<file path="src/rtl/q_maze_pkg.sv">
// Shared encodings for the grid-maze Q-learning episode controller.
package q_maze_pkg;

    // Action encodings as driven by the agent.
    localparam logic [1:0] ACT_N = 2'd0;
    localparam logic [1:0] ACT_E = 2'd1;
    localparam logic [1:0] ACT_S = 2'd2;
    localparam logic [1:0] ACT_W = 2'd3;

    // Bit positions inside the {W,S,E,N} wall nibble.
    localparam int unsigned WALL_N = 0;
    localparam int unsigned WALL_E = 1;
    localparam int unsigned WALL_S = 2;
    localparam int unsigned WALL_W = 3;

    // Episode controller FSM states.
    typedef enum logic [2:0] {
        IDLE,
        QREQ,
        MOVE,
        UPDATE,
        CHECK
    } ctrl_state_e;

    // Width of a cell index for a w x h grid.
    function automatic int unsigned state_width(input int unsigned w, input int unsigned h);
        return $clog2(w * h);
    endfunction

endpackage

</file>
<file path="src/rtl/q_lfsr16.sv">
// 16-bit Galois LFSR, polynomial x^16+x^14+x^13+x^11+1, advancing while en=1.
module q_lfsr16 #(
    parameter logic [15:0] SEED = 16'hACE1
) (
    input  logic        clk,
    input  logic        rst_n,
    input  logic        en,
    output logic [15:0] value
);

    localparam logic [15:0] TAPS = 16'hB400;

    // Right-shifting Galois update; feedback from bit 0 into the tap positions.
    always_ff @(posedge clk or negedge rst_n) begin
        if (!rst_n) begin
            value <= SEED;
        end else if (en) begin
            value <= (value >> 1) ^ (value[0] ? TAPS : 16'h0000);
        end
    end

endmodule

</file>
<file path="src/rtl/q_episode_ctrl.sv">
// Episode controller for a GRID_W x GRID_H maze Q-learning agent:
// epsilon-greedy action pick, wall-aware move, internal reward, (s,a,s',r) handoff.
// Optional macro QCTRL_EPS_DECAY_EN: epsilon is captured once and decays by 1 per episode.
module q_episode_ctrl
    import q_maze_pkg::*;
#(
    parameter int unsigned  GRID_W       = 4,
    parameter int unsigned  GRID_H       = 4,
    parameter int unsigned  RW           = 16,
    parameter int unsigned  EPS_W        = 8,
    parameter int unsigned  MAX_STEPS    = 64,
    parameter int           GOAL_REWARD  = 100,
    parameter int           WALL_PENALTY = 10,
    parameter int           STEP_PENALTY = 1,
    parameter logic [15:0]  LFSR_SEED    = 16'hACE1,
    localparam int unsigned SW           = state_width(GRID_W, GRID_H),
    localparam int unsigned SCW          = $clog2(MAX_STEPS + 1)
) (
    input  logic                 clk,
    input  logic                 rst_n,
    input  logic                 en,
    input  logic [EPS_W-1:0]     epsilon,
    input  logic [SW-1:0]        start_state,
    input  logic [SW-1:0]        goal_state,
    output logic                 q_req,
    output logic [SW-1:0]        q_state,
    input  logic                 q_valid,
    input  logic [1:0]           q_best_action,
    output logic [SW-1:0]        map_state,
    input  logic [3:0]           map_walls,
    output logic                 upd_valid,
    input  logic                 upd_ready,
    output logic [SW-1:0]        upd_state,
    output logic [SW-1:0]        upd_next_state,
    output logic [1:0]           upd_action,
    output logic signed [RW-1:0] upd_reward,
    output logic                 episode_done,
    output logic [SCW-1:0]       step_count,
    output logic [15:0]          episode_count,
    output logic                 busy
);

    localparam logic signed [RW-1:0] R_GOAL = RW'(GOAL_REWARD);
    localparam logic signed [RW-1:0] R_WALL = RW'(-WALL_PENALTY);
    localparam logic signed [RW-1:0] R_STEP = RW'(-STEP_PENALTY);

    ctrl_state_e          state;
    ctrl_state_e          state_nx;
    logic [SW-1:0]        cur_state;
    logic                 fresh;
    logic [15:0]          lfsr;
    logic [EPS_W-1:0]     eps_cmp;
    logic                 explore_c;
    logic [1:0]           act_sel_c;
    logic [SW-1:0]        row_c;
    logic [SW-1:0]        col_c;
    logic [SW-1:0]        target_c;
    logic                 blocked_c;
    logic signed [RW-1:0] reward_c;
    logic [SCW-1:0]       steps_c;
    logic                 done_c;
    logic                 unused_lfsr_c;

    q_lfsr16 #(.SEED(LFSR_SEED)) u_lfsr (
        .clk   (clk),
        .rst_n (rst_n),
        .en    (en),
        .value (lfsr)
    );

    assign unused_lfsr_c = ^lfsr[15:EPS_W+2];
    assign q_state       = cur_state;
    assign map_state     = cur_state;

`ifdef QCTRL_EPS_DECAY_EN
    logic [EPS_W-1:0] eps_reg;
    logic             eps_loaded;

    // Capture epsilon on the first run after reset, then decay once per finished episode.
    always_ff @(posedge clk or negedge rst_n) begin
        if (!rst_n) begin
            eps_reg    <= '0;
            eps_loaded <= 1'b0;
        end else if (state == IDLE && en && !eps_loaded) begin
            eps_reg    <= epsilon;
            eps_loaded <= 1'b1;
        end else if (state == CHECK && done_c && eps_reg != '0) begin
            eps_reg <= eps_reg - EPS_W'(1);
        end
    end

    assign eps_cmp = eps_reg;
`else
    assign eps_cmp = epsilon;
`endif

    // Epsilon-greedy pick: explore with two LFSR bits when the random field is below epsilon.
    assign explore_c = (lfsr[EPS_W-1:0] < eps_cmp);
    assign act_sel_c = explore_c ? lfsr[EPS_W+1:EPS_W] : q_best_action;

    assign row_c   = cur_state / SW'(GRID_W);
    assign col_c   = cur_state % SW'(GRID_W);
    assign steps_c = step_count + SCW'(1);
    assign done_c  = (upd_next_state == goal_state) || (steps_c == SCW'(MAX_STEPS));

    // Target cell, blocking (grid edge or wall) and reward for the latched action.
    always_comb begin
        target_c  = cur_state;
        blocked_c = 1'b0;
        case (upd_action)
            ACT_N: begin
                blocked_c = (row_c == '0) || map_walls[WALL_N];
                target_c  = cur_state - SW'(GRID_W);
            end
            ACT_E: begin
                blocked_c = (col_c == SW'(GRID_W - 1)) || map_walls[WALL_E];
                target_c  = cur_state + SW'(1);
            end
            ACT_S: begin
                blocked_c = (row_c == SW'(GRID_H - 1)) || map_walls[WALL_S];
                target_c  = cur_state + SW'(GRID_W);
            end
            ACT_W: begin
                blocked_c = (col_c == '0) || map_walls[WALL_W];
                target_c  = cur_state - SW'(1);
            end
            default: ;
        endcase
        if (blocked_c) begin
            target_c = cur_state;
            reward_c = R_WALL;
        end else if (target_c == goal_state) begin
            reward_c = R_GOAL;
        end else begin
            reward_c = R_STEP;
        end
    end

    // FSM state register.
    always_ff @(posedge clk or negedge rst_n) begin
        if (!rst_n) begin
            state <= IDLE;
        end else begin
            state <= state_nx;
        end
    end

    // FSM next-state logic.
    always_comb begin
        state_nx = state;
        case (state)
            IDLE:    if (en) state_nx = QREQ;
            QREQ:    if (q_valid) state_nx = MOVE;
            MOVE:    state_nx = UPDATE;
            UPDATE:  if (upd_ready) state_nx = CHECK;
            CHECK:   state_nx = en ? QREQ : IDLE;
            default: state_nx = IDLE;
        endcase
    end

    // Datapath, counters and registered handshake outputs.
    always_ff @(posedge clk or negedge rst_n) begin
        if (!rst_n) begin
            cur_state      <= '0;
            fresh          <= 1'b1;
            q_req          <= 1'b0;
            upd_valid      <= 1'b0;
            busy           <= 1'b0;
            episode_done   <= 1'b0;
            upd_state      <= '0;
            upd_next_state <= '0;
            upd_action     <= '0;
            upd_reward     <= '0;
            step_count     <= '0;
            episode_count  <= '0;
        end else begin
            q_req        <= (state_nx == QREQ);
            upd_valid    <= (state_nx == UPDATE);
            busy         <= (state_nx != IDLE);
            episode_done <= (state == CHECK) && done_c;
            case (state)
                IDLE: begin
                    if (en && fresh) begin
                        cur_state <= start_state;
                        fresh     <= 1'b0;
                    end
                end
                QREQ: begin
                    if (q_valid) upd_action <= act_sel_c;
                end
                MOVE: begin
                    upd_state      <= cur_state;
                    upd_next_state <= target_c;
                    upd_reward     <= reward_c;
                end
                CHECK: begin
                    if (done_c) begin
                        step_count    <= '0;
                        episode_count <= episode_count + 16'd1;
                        cur_state     <= start_state;
                        fresh         <= !en;
                    end else begin
                        step_count <= steps_c;
                        cur_state  <= upd_next_state;
                    end
                end
                default: ;
            endcase
        end
    end

endmodule

</file>
<file path="config.mk">
export PLATFORM = sky130hd
export DESIGN_NAME = q_episode_ctrl
export DESIGN_NICKNAME = d
export VERILOG_FILES = /design/src/rtl/q_maze_pkg.sv /design/src/rtl/q_lfsr16.sv /design/src/rtl/q_episode_ctrl.sv
export SDC_FILE = /design/constraint.sdc
export NUM_CORES = 1
export LEC_CHECK = 0
export CAP_MARGIN = 10
export CORE_MARGIN = 2
export CORE_UTILIZATION = 44
export CTS_CLUSTER_SIZE = 30
export DETAILED_ROUTE_END_ITERATION = 10
export PLACE_DENSITY = 0.76
export SYNTH_ARGS = -nofsm -noshare
export SYNTH_HDL_FRONTEND = slang
export SYNTH_HIERARCHICAL = 1
export SYNTH_SLANG_ARGS = --single-unit
</file>
<file path="constraint.sdc">
create_clock -name clk -period 2.1 [get_ports clk]
set_input_delay 0.315 -clock clk [delete_from_list [all_inputs] [get_ports clk]]
set_output_delay 0.315 -clock clk [all_outputs]
set_load 0.01 [all_outputs]
</file>
==> flow_summary_export.csv, run 1 <==
group,metric,value,unit
worst_setup_path,cp_slowest_cell,"dfrtp_1",
die,coreArea,7610,sq um
placed_design,place.gp.congestion,0.844,
timing,slew_violations,0,
min_path,hold_path_end,"episode_count[15]",
synthesis,yosys.cell_types.count,51,
placed_design,place_area,4450,sq um
power,power_switching,2.16,mW
worst_setup_path,crit_top_cell,"a21o_1",
worst_setup_path,path_max_fanout,3,
synthesis,synthArstFlopShare,1.00,
synthesis,yosysSeqAreaShare,0.475,
synthesis,synth.largest_area_cell,"dfrtp_1",
grt,track_usage,0.182,
power,fin_total_pwr,6.26,mW
final_layout,postLayoutCellArea,4750,sq um
worst_setup_path,cp_cell_sequence,"ha_1 > a21o_1 > a21o_1 > a211o_1 > a221oi_2 > buf_4 > mux2i_1 > a21oi_1",
power,seq_power_share,0.341,
final_layout,diodes,0,
timing,relSlewSlack,0.747,
synthesis,yosysTopAreaCellShare,0.405,
synthesis,synth-seq-cells,64,
die,die-width,91.9,um
worst_setup_path,crit_required,2320,ps
die,fp.dieH,91.9,um
clocking,clock_path_buffers,2,
min_path,hold_depth,1,
final_layout,drive_above_1_share,0.231,
die,die_area,8440,sq um
timing,worst_slew_pin_slew,379,ps
grt,grt_pass1_vias,2609,
route,drtAntennaViolNets,0,
die,rows,32,
min_path,hold_start,"episode_count[15]",
route,drc_errors,0,
clocking,cts_tree,"yes",
clocking,cts.sinks,64,
synthesis,synth-edff-count,0,
placed_design,hpwlAfterDp,5.28,mm
final_layout,final_nets,458,
power,pwr-share-comb,0.477,
synthesis,synthCells,317,
die,ios,88,
route,wl_per_cell,14.2,um
timing,fin_crit_sh,0.968,
timing,layout_setup_ws,68.1,ps
grt,grt.overflow.total,0,
worst_setup_path,worst_setup_path_end_kind,"flop",
clocking,root_buffer,"clkbuf_8",
synthesis,yosys_warnings,6,
min_path,hold_class,"flop to flop",
route,drt_iter0_drc,99,
timing,hold_violations,0,
worst_setup_path,start_kind,"flop",
route,drt-total-wl,7.49,mm
clocking,htree_levels,3,
power,leakagePower,2.12,nW
worst_setup_path,r2r_cells,8,
worst_setup_path,rrSetupSlack,70,ps
worst_setup_path,reg2reg_from,"u_lfsr/value[4]",
route,first_pass_iters,4,
synthesis,synth_area,3400,sq um
worst_setup_path,r2r_end,"upd_action[0]",
grt,grt_pass1_wl,12.3,mm
grt,antenna_found_initial,0,
synthesis,synth_area_leaders,"dfrtp_1 (41%), dfstp_2 (7.0%), mux2_2 (5.0%), xnor2_1 (4.4%), xor2_1 (4.1%)",
power,swShare,0.345,
final_layout,fillCellCount,646,
route,via_count,2636,
placed_design,dp_worst_setup_slack,-534,ps
die,start_util,0.447,
clocking,cts-buffers-inserted,9,
timing,skew,12.1,ps
placed_design,io_buffers,87,
grt,grt_max_degree,65,
timing,finalSetupViolations,0,
job,maxCapViolCount,0,
power,pwr-share-clk,0.182,
final_layout,utilization,0.625,
route,viasPerCell,5.00,
final_layout,area_delta_synth_final,39.9,%
worst_setup_path,worstSetupPathType,"flop to flop",
worst_setup_path,cpPeakStageDelay,400,ps
status,status,"finished, final reports clean",
timing,whs,492,ps
synthesis,syn_avg_cell_area,10.7,sq um
power,power_density,1320,nW/um^2
power,peakVddDrop,0.509,mV
worst_setup_path,critPathArrivalTime,2260,ps
timing,rsz0062_at_grt,"yes",
timing,clock.fmax,492,MHz
timing,fin_crit,2030,ps
synthesis,synth_ff_type,"dfrtp_1",
synthesis,synth.net_count,355,
power,internal_power,4.10,mW
clocking,clk_pin_slew,80,ps
clocking,insertion_delay,330,ps
## area by class of cell
cell class / count / area (sq um) / area share
Tap cell: 102 / 128 / 0.0269
Timing Repair Buffer: 118 / 1120 / 0.237
Clock buffer: 14 / 183 / 0.0385
Clock inverter: 2 / 35.0 / 0.00737
Inverter: 13 / 53.8 / 0.0113
Multi-Input combinational cell: 214 / 1610 / 0.340
Sequential cell: 64 / 1610 / 0.339
## how the worst max path moves through the flow
stage | endpoint | from | cells past startpoint | slack, ps
after floorplan | upd_reward[14] | upd_action[0] | 10 | -6
after global placement | upd_action[1] | epsilon[4] | 10 | -460
after detailed placement | upd_action[0] | epsilon[4] | 10 | -530
after CTS | upd_action[0] | u_lfsr/value[4] | 8 | 3
after global routing | episode_count[15] | step_count[0] | 7 | -40
final | upd_action[0] | u_lfsr/value[4] | 8 | 70
## state kept, by name (all words and copies together), names as in the netlist, 2 cells and up
signal,flops
upd_next_state,4
step_count,7
upd_action,2
map_state,4
upd_reward,3
u_lfsr/value,16
episode_count,16
state,3
upd_state,4
## per-layer routing
layer,global-route usage,share of wire,vias to the layer above
met2,0.305,0.48,62
met5,0,0,-
met3,0.0279,0.038,10
li1,-,-,1297
met4,0.0672,0.014,0
met1,0.239,0.46,1267
## cells in the mapped netlist, drive strengths merged (3+ instances only)
master / count
buf: 20
nand2b: 4
and3: 3
mux2: 19
a31oi: 4
or2: 4
a21oi: 12
nand3: 7
a21o: 3
nor3: 9
ha: 11
dfstp: 9
mux2i: 4
dfrtp: 55
nand2: 29
nor2: 24
nand4: 7
xor2: 16
o21ai: 17
inv: 13
xnor2: 17
clkbuf: 6
a221o: 4
## critical path, delay by kind of cell, from the launching register on
kind,cells,cell delay [ps]
adders and majority gates,1,290
muxes,1,200
buffers and inverters,1,160
AOI/OAI and AO/OA,5,880
DFF,1,400
## cells in the final DEF, fill, tap and decap left out, types with 9 or more instances in the layout
master,netlist,final
xor2_1,16,16
o21ai_0,17,16
a21oi_1,12,11
clkdlybuf4s50_1,0,85
buf_4,17,28
mux2_2,15,15
xnor2_1,17,17
ha_1,11,9
inv_1,12,11
dfstp_2,9,9
dfrtp_1,55,55
nor2_1,24,24
clkbuf_8,0,13
nand2_1,27,26
## repair_timing
action	CTS	global route
pin swaps	6	15
cloned	0	0
endpoints found under the setup margin	2	14
endpoints found under the hold margin	23	0
gates resized for setup	2	9
buffers inserted	0	3
hold buffers	1	0
## through the flow
step | setup TNS (ps) | std cells
6_report | 0 | 527
5_1_grt | -66.2 | 527
4_1_cts | 0 | 524
3_5_place_dp | -1230 | 507
3_3_place_gp | -946 | 507
2_1_floorplan | -6.09 | 317
## power by group through the flow
stage	Clock (mW)	Combinational, mW	Sequential, mW
floorplan	0	1.76	2.13
global placement	0	2.79	2.12
detailed placement	0	2.86	2.15
CTS	1.17	2.90	2.13
global route	1.22	3.26	2.20
finish	1.14	2.98	2.14
## cells by family (layout without fill, tap and decap cells)
kind of cell,after synthesis,count (layout),share of synthesized area
compound gates,49,49,0.0906
xor+xnor,33,33,0.0851
fa+ha+maj,12,12,0.0435
buf+inv,39,147,0.0707
flops,64,64,0.475
mux,23,23,0.0792
simple gates,97,97,0.156
No activity file was read; power rests on OpenSTA's default activity.
==> run 2: changes to the inputs <==
SETUP_SLACK_MARGIN = 0.05   (was unset)
==> run 2 against run 1 <==
  * First-iteration DRC count grew 3.0%
  * Clock skew grew 1.2 ps
  * Combinational power is essentially flat
  * Clock-buffer cell count shrank 1
  * Highest routed layer unchanged
  * Maximum frequency grew 2.6%
  * Cell count shrank 0.57%
  * Critical endpoint unchanged
  * Sequential power is essentially flat
  * Non-clock buffer count shrank 3
==> flow_summary_export.csv, run 2 (same netlist as run 1, synthesis figures left out) <==
group,metric,value,unit
grt,grt_pass1_wl,12.6,mm
worst_setup_path,rrSetupSlack,120,ps
route,drt_iter0_drc,102,
die,ios,88,
worst_setup_path,critPathArrivalTime,2210,ps
worst_setup_path,reg2reg_from,"u_lfsr/value[5]",
worst_setup_path,cp_num_buf_inv,0,
min_path,hold_path_end,"episode_count[15]",
placed_design,place.gp.congestion,0.862,
placed_design,dp_worst_setup_slack,-443,ps
clocking,root_buffer,"clkbuf_8",
worst_setup_path,worstSetupPathType,"flop to flop",
route,wl_per_cell,14.3,um
route,via_count,2611,
worst_setup_path,cp_slowest_cell,"dfstp_2",
die,fp.dieH,91.9,um
route,drtAntennaViolNets,0,
timing,hold_violations,0,
worst_setup_path,start_kind,"flop",
clocking,htree_levels,3,
route,first_pass_iters,4,
timing,layout_setup_ws,120,ps
timing,skew,13.3,ps
job,maxCapViolCount,0,
die,rows,32,
die,die_area,8440,sq um
clocking,clock_path_buffers,2,
power,peakVddDrop,0.629,mV
final_layout,mostFrequentLayoutCells,"clkdlybuf4s50_1 (84), dfrtp_1 (55), nand2_1 (26), buf_4 (26), nor2_1 (23)",
final_layout,final_common_cell,"clkdlybuf4s50_1",
status,status,"finished, final reports clean",
worst_setup_path,cp_cell_sequence,"ha_4 > a21o_1 > a211o_1 > a221oi_4 > mux2i_1 > a21oi_1",
die,coreArea,7610,sq um
placed_design,dp.cells,506,
worst_setup_path,cpPeakStageDelay,570,ps
clocking,insertion_delay,340,ps
final_layout,fillCellCount,651,
min_path,hold_start,"episode_count[15]",
grt,antenna_found_initial,0,
final_layout,area_delta_synth_final,39.9,%
worst_setup_path,critical-path-top-delay-family,"compound AO/OA/AOI/OAI gates",
final_layout,fin_cells,524,
timing,rsz0062_at_grt,"yes",
timing,finalSetupViolations,0,
min_path,hold_class,"flop to flop",
grt,grt.overflow.total,0,
final_layout,final_nets,455,
die,die-width,91.9,um
timing,fin_crit_sh,0.943,
clocking,cts.sinks,64,
worst_setup_path,r2r_cells,6,
worst_setup_path,worst_setup_path_end_kind,"flop",
grt,grt_pass1_vias,2594,
worst_setup_path,path_max_fanout,3,
final_layout,diodes,0,
placed_design,io_buffers,87,
grt,grt_max_degree,65,
die,start_util,0.447,
timing,slew_violations,0,
min_path,hold_depth,1,
grt,track_usage,0.188,
clocking,cts-buffers-inserted,9,
final_layout,drive_above_1_share,0.232,
worst_setup_path,r2r_end,"upd_action[0]",
power,power_density,1320,nW/um^2
route,viasPerCell,4.98,
worst_setup_path,crit_required,2330,ps
placed_design,hpwlAfterDp,5.49,mm
timing,clock.fmax,505,MHz
power,leakagePower,2.10,nW
clocking,cts_tree,"yes",
route,drt-total-wl,7.50,mm
final_layout,top_regs,"episode_count (16), u_lfsr/value (16), step_count (7)",
timing,fin_crit,1980,ps
timing,whs,467,ps
timing,worst_slew_pin_slew,344,ps
route,drc_errors,0,
timing,relSlewSlack,0.770,
clocking,clk_pin_slew,80,ps
-- run 2: changes by cell type in the layout (fill, tap and decap cells not counted), sizes merged --
cell	change
buf	-3
bufinv	+1
clkbuf	-1
clkdlybuf4s50	-1
dlygate4sd2	-1
dlymetal6s2s	+2
-- run 2: through the flow --
stage	util	TNS [ps]	area [sq um]	total power, mW
finish	0.625	0	4750	6.29
CTS	0.618	0	4700	6.32
detailed placement	0.584	-937	4450	5.06
global route	0.625	0	4750	6.71
global placement	0.584	-774	4450	4.95
floorplan	-	0	3460	3.95
-- run 2: metal layers --
metal | GRT usage | part of all wire | up-vias | wire [um]
li1 | - | - | 1282 | -
met1 | 0.248 | 0.45 | 1251 | 3400
met2 | 0.308 | 0.49 | 65 | 3680
met3 | 0.0386 | 0.041 | 13 | 304
met4 | 0.0672 | 0.015 | 0 | 116
met5 | 0 | 0 | - | 0
-- run 2: power breakdown --
part / switching, mW / internal, mW
Sequential: 0.416 / 1.70
Combinational: 1.28 / 1.71
Clock: 0.450 / 0.733
Total: 2.14 / 4.14
-- run 2: worst register-to-register path: stages, from the launching register on --
cell      delay [ps]
dfstp_2          570
ha_4             200
a21o_1           180
a211o_1          300
a221oi_4         300
mux2i_1          230
a21oi_1           80
-- run 2: layout make-up --
class                           count  area, sq um  area share
Clock buffer                       13          159      0.0334
Clock inverter                      3         65.1      0.0137
Inverter                           13         53.8      0.0113
Multi-Input combinational cell    214         1640       0.345
Sequential cell                    64         1610       0.339
Tap cell                          102          128      0.0269
Timing Repair Buffer              115         1100       0.231
-- run 2: worst max path at each step --
stage	cells after the start	endpoint	startpoint	slack, ps
final	6	upd_action[0]	u_lfsr/value[5]	120
after global routing	9	episode_count[12]	step_count[0]	40
after CTS	7	upd_action[1]	u_lfsr/value[4]	60
after detailed placement	9	upd_action[0]	epsilon[4]	-440
after global placement	9	upd_action[0]	epsilon[4]	-390
after floorplan	9	episode_count[14]	step_count[0]	60
-- run 2: timing repair --
action                     CTS  global route
resized for setup            2             9
setup endpoints to repair    2             9
hold endpoints to repair    39             0
hold buffers                 1             0
setup buffers                0             1
pin swaps                    3             9
==> run 3: changes to the inputs <==
SKIP_CTS_REPAIR_TIMING = 1   (was unset)
SLEW_MARGIN = 20   (was unset)
==> run 3 against run 2 <==
  * The run now ends with negative hold slack left
  * Clock power about the same
  * Cell count is the same
  * Final area shrank 0.47%
  * Critical path depth up 3
  * Wire length fell by 0.13%
  * Hold slack got worse by 480 ps
  * Largest power group unchanged
==> flow_summary_export.csv, run 3 (same netlist as run 1, synthesis figures left out) <==
group,metric,value,unit
timing,fin_crit_sh,0.960,
die,fp.dieH,91.9,um
timing,rsz0062_at_grt,"yes",
timing,finalSetupViolations,0,
die,coreArea,7610,sq um
die,start_util,0.447,
die,ios,88,
power,peakVddDrop,0.629,mV
final_layout,top_regs,"episode_count (16), u_lfsr/value (16), step_count (7)",
clocking,clk_pin_slew,70,ps
route,drc_errors,0,
status,status,"finished, violations left",
timing,relSlewSlack,0.770,
route,viasPerCell,4.99,
die,rows,32,
min_path,hold_class,"primary input to async pin",
clocking,root_buffer,"clkbuf_8",
worst_setup_path,reg2reg_from,"u_lfsr/value[4]",
power,leakagePower,2.09,nW
placed_design,dp.cells,506,
clocking,clock_path_buffers,2,
grt,grt_pass1_wl,12.5,mm
worst_setup_path,rrSetupSlack,110,ps
final_layout,final_common_cell,"clkdlybuf4s50_1",
placed_design,place.gp.congestion,0.862,
worst_setup_path,worst_setup_path_end_kind,"flop",
timing,whs,-13.0,ps
timing,fin_setup_tns,0,ps
timing,skew,13.3,ps
timing,fin_crit,2020,ps
timing,clock.fmax,496,MHz
grt,grt_pass1_vias,2590,
final_layout,mostFrequentLayoutCells,"clkdlybuf4s50_1 (85), dfrtp_1 (55), nand2_1 (26), buf_4 (26), nor2_1 (23)",
status,violations,"negative hold slack",
final_layout,final_nets,455,
power,fin_total_pwr,6.28,mW
worst_setup_path,crit_required,2330,ps
route,via_count,2617,
clocking,cts.sinks,64,
grt,antenna_found_initial,0,
final_layout,fin_cells,524,
final_layout,fillCellCount,653,
timing,worst_slew_pin_slew,345,ps
route,wl_per_cell,14.3,um
route,first_pass_iters,4,
route,drt-total-wl,7.49,mm
power,power_density,1330,nW/um^2
placed_design,hpwlAfterDp,5.49,mm
grt,track_usage,0.187,
grt,grt_max_degree,65,
timing,slew_violations,0,
clocking,htree_levels,3,
die,die_area,8440,sq um
final_layout,drive_above_1_share,0.230,
placed_design,io_buffers,87,
route,drt_iter0_drc,115,
final_layout,area_delta_synth_final,39.2,%
final_layout,diodes,0,
die,die-width,91.9,um
worst_setup_path,start_kind,"primary input",
route,drtAntennaViolNets,0,
worst_setup_path,critPathArrivalTime,2240,ps
job,maxCapViolCount,0,
timing,hold_violations,10,
clocking,insertion_delay,340,ps
worst_setup_path,worstSetupPathType,"primary input to flop",
worst_setup_path,crit_start,"epsilon[3]",
clocking,cts_tree,"yes",
clocking,cts-buffers-inserted,9,
worst_setup_path,path_max_fanout,2,
grt,grt.overflow.total,0,
-- run 3: routing by layer --
metal / track usage / part of all wire / vias up
met5: 0 / 0 / -
met4: 0.0672 / 0.015 / 0
met3: 0.0386 / 0.040 / 13
met2: 0.307 / 0.49 / 63
met1: 0.247 / 0.45 / 1261
li1: - / - / 1280
-- run 3: per-stage QoR --
stage,util,area [sq um],setup WS [ps],hold WS [ps]
after floorplan,-,3460,57.0,19.4
after global placement,0.584,4450,-387,355
after detailed placement,0.584,4450,-443,364
after CTS,0.614,4670,-77.8,-14.5
after global routing,0.622,4730,28.0,14.3
final,0.622,4730,84.7,-13.0
-- run 3: area by class of cell --
cell class                      instances  area, sq um  area share
Clock buffer                           13          159      0.0336
Clock inverter                          3         65.1      0.0138
Inverter                               13         53.8      0.0114
Multi-Input combinational cell        214         1620       0.343
Sequential cell                        64         1610       0.341
Tap cell                              102          128      0.0270
Timing Repair Buffer                  115         1090       0.230
-- run 3: path summary, 6_finish.rpt --
| path | end | cells after the start |
|---|---|---|
| setup / recovery | upd_action[1] | 9 |
| hold / removal | step_count[4] | 2 |
| setup reg to reg | upd_action[1] | 7 |
| hold reg to reg | episode_count[15] | 1 |
| max in group asynchronous | u_lfsr/value[0] | 2 |
| min in group clk | episode_count[15] | 1 |
-- run 3: critical path, stage by stage --
cell and delay [ps]:
clkdlybuf4s50_1 460, inv_1 50, ha_1 190, a21o_1 170, a21o_1 160, a211o_1 260
a221oi_4 330, mux2i_1 230, a21oi_1 80
-- run 3: power by group --
part	switching, mW	leakage [nW]	total (mW)	internal (mW)
sequential	0.412	0.781	2.11	1.70
combinational	1.28	1.20	2.98	1.70
clock	0.451	0.114	1.18	0.733
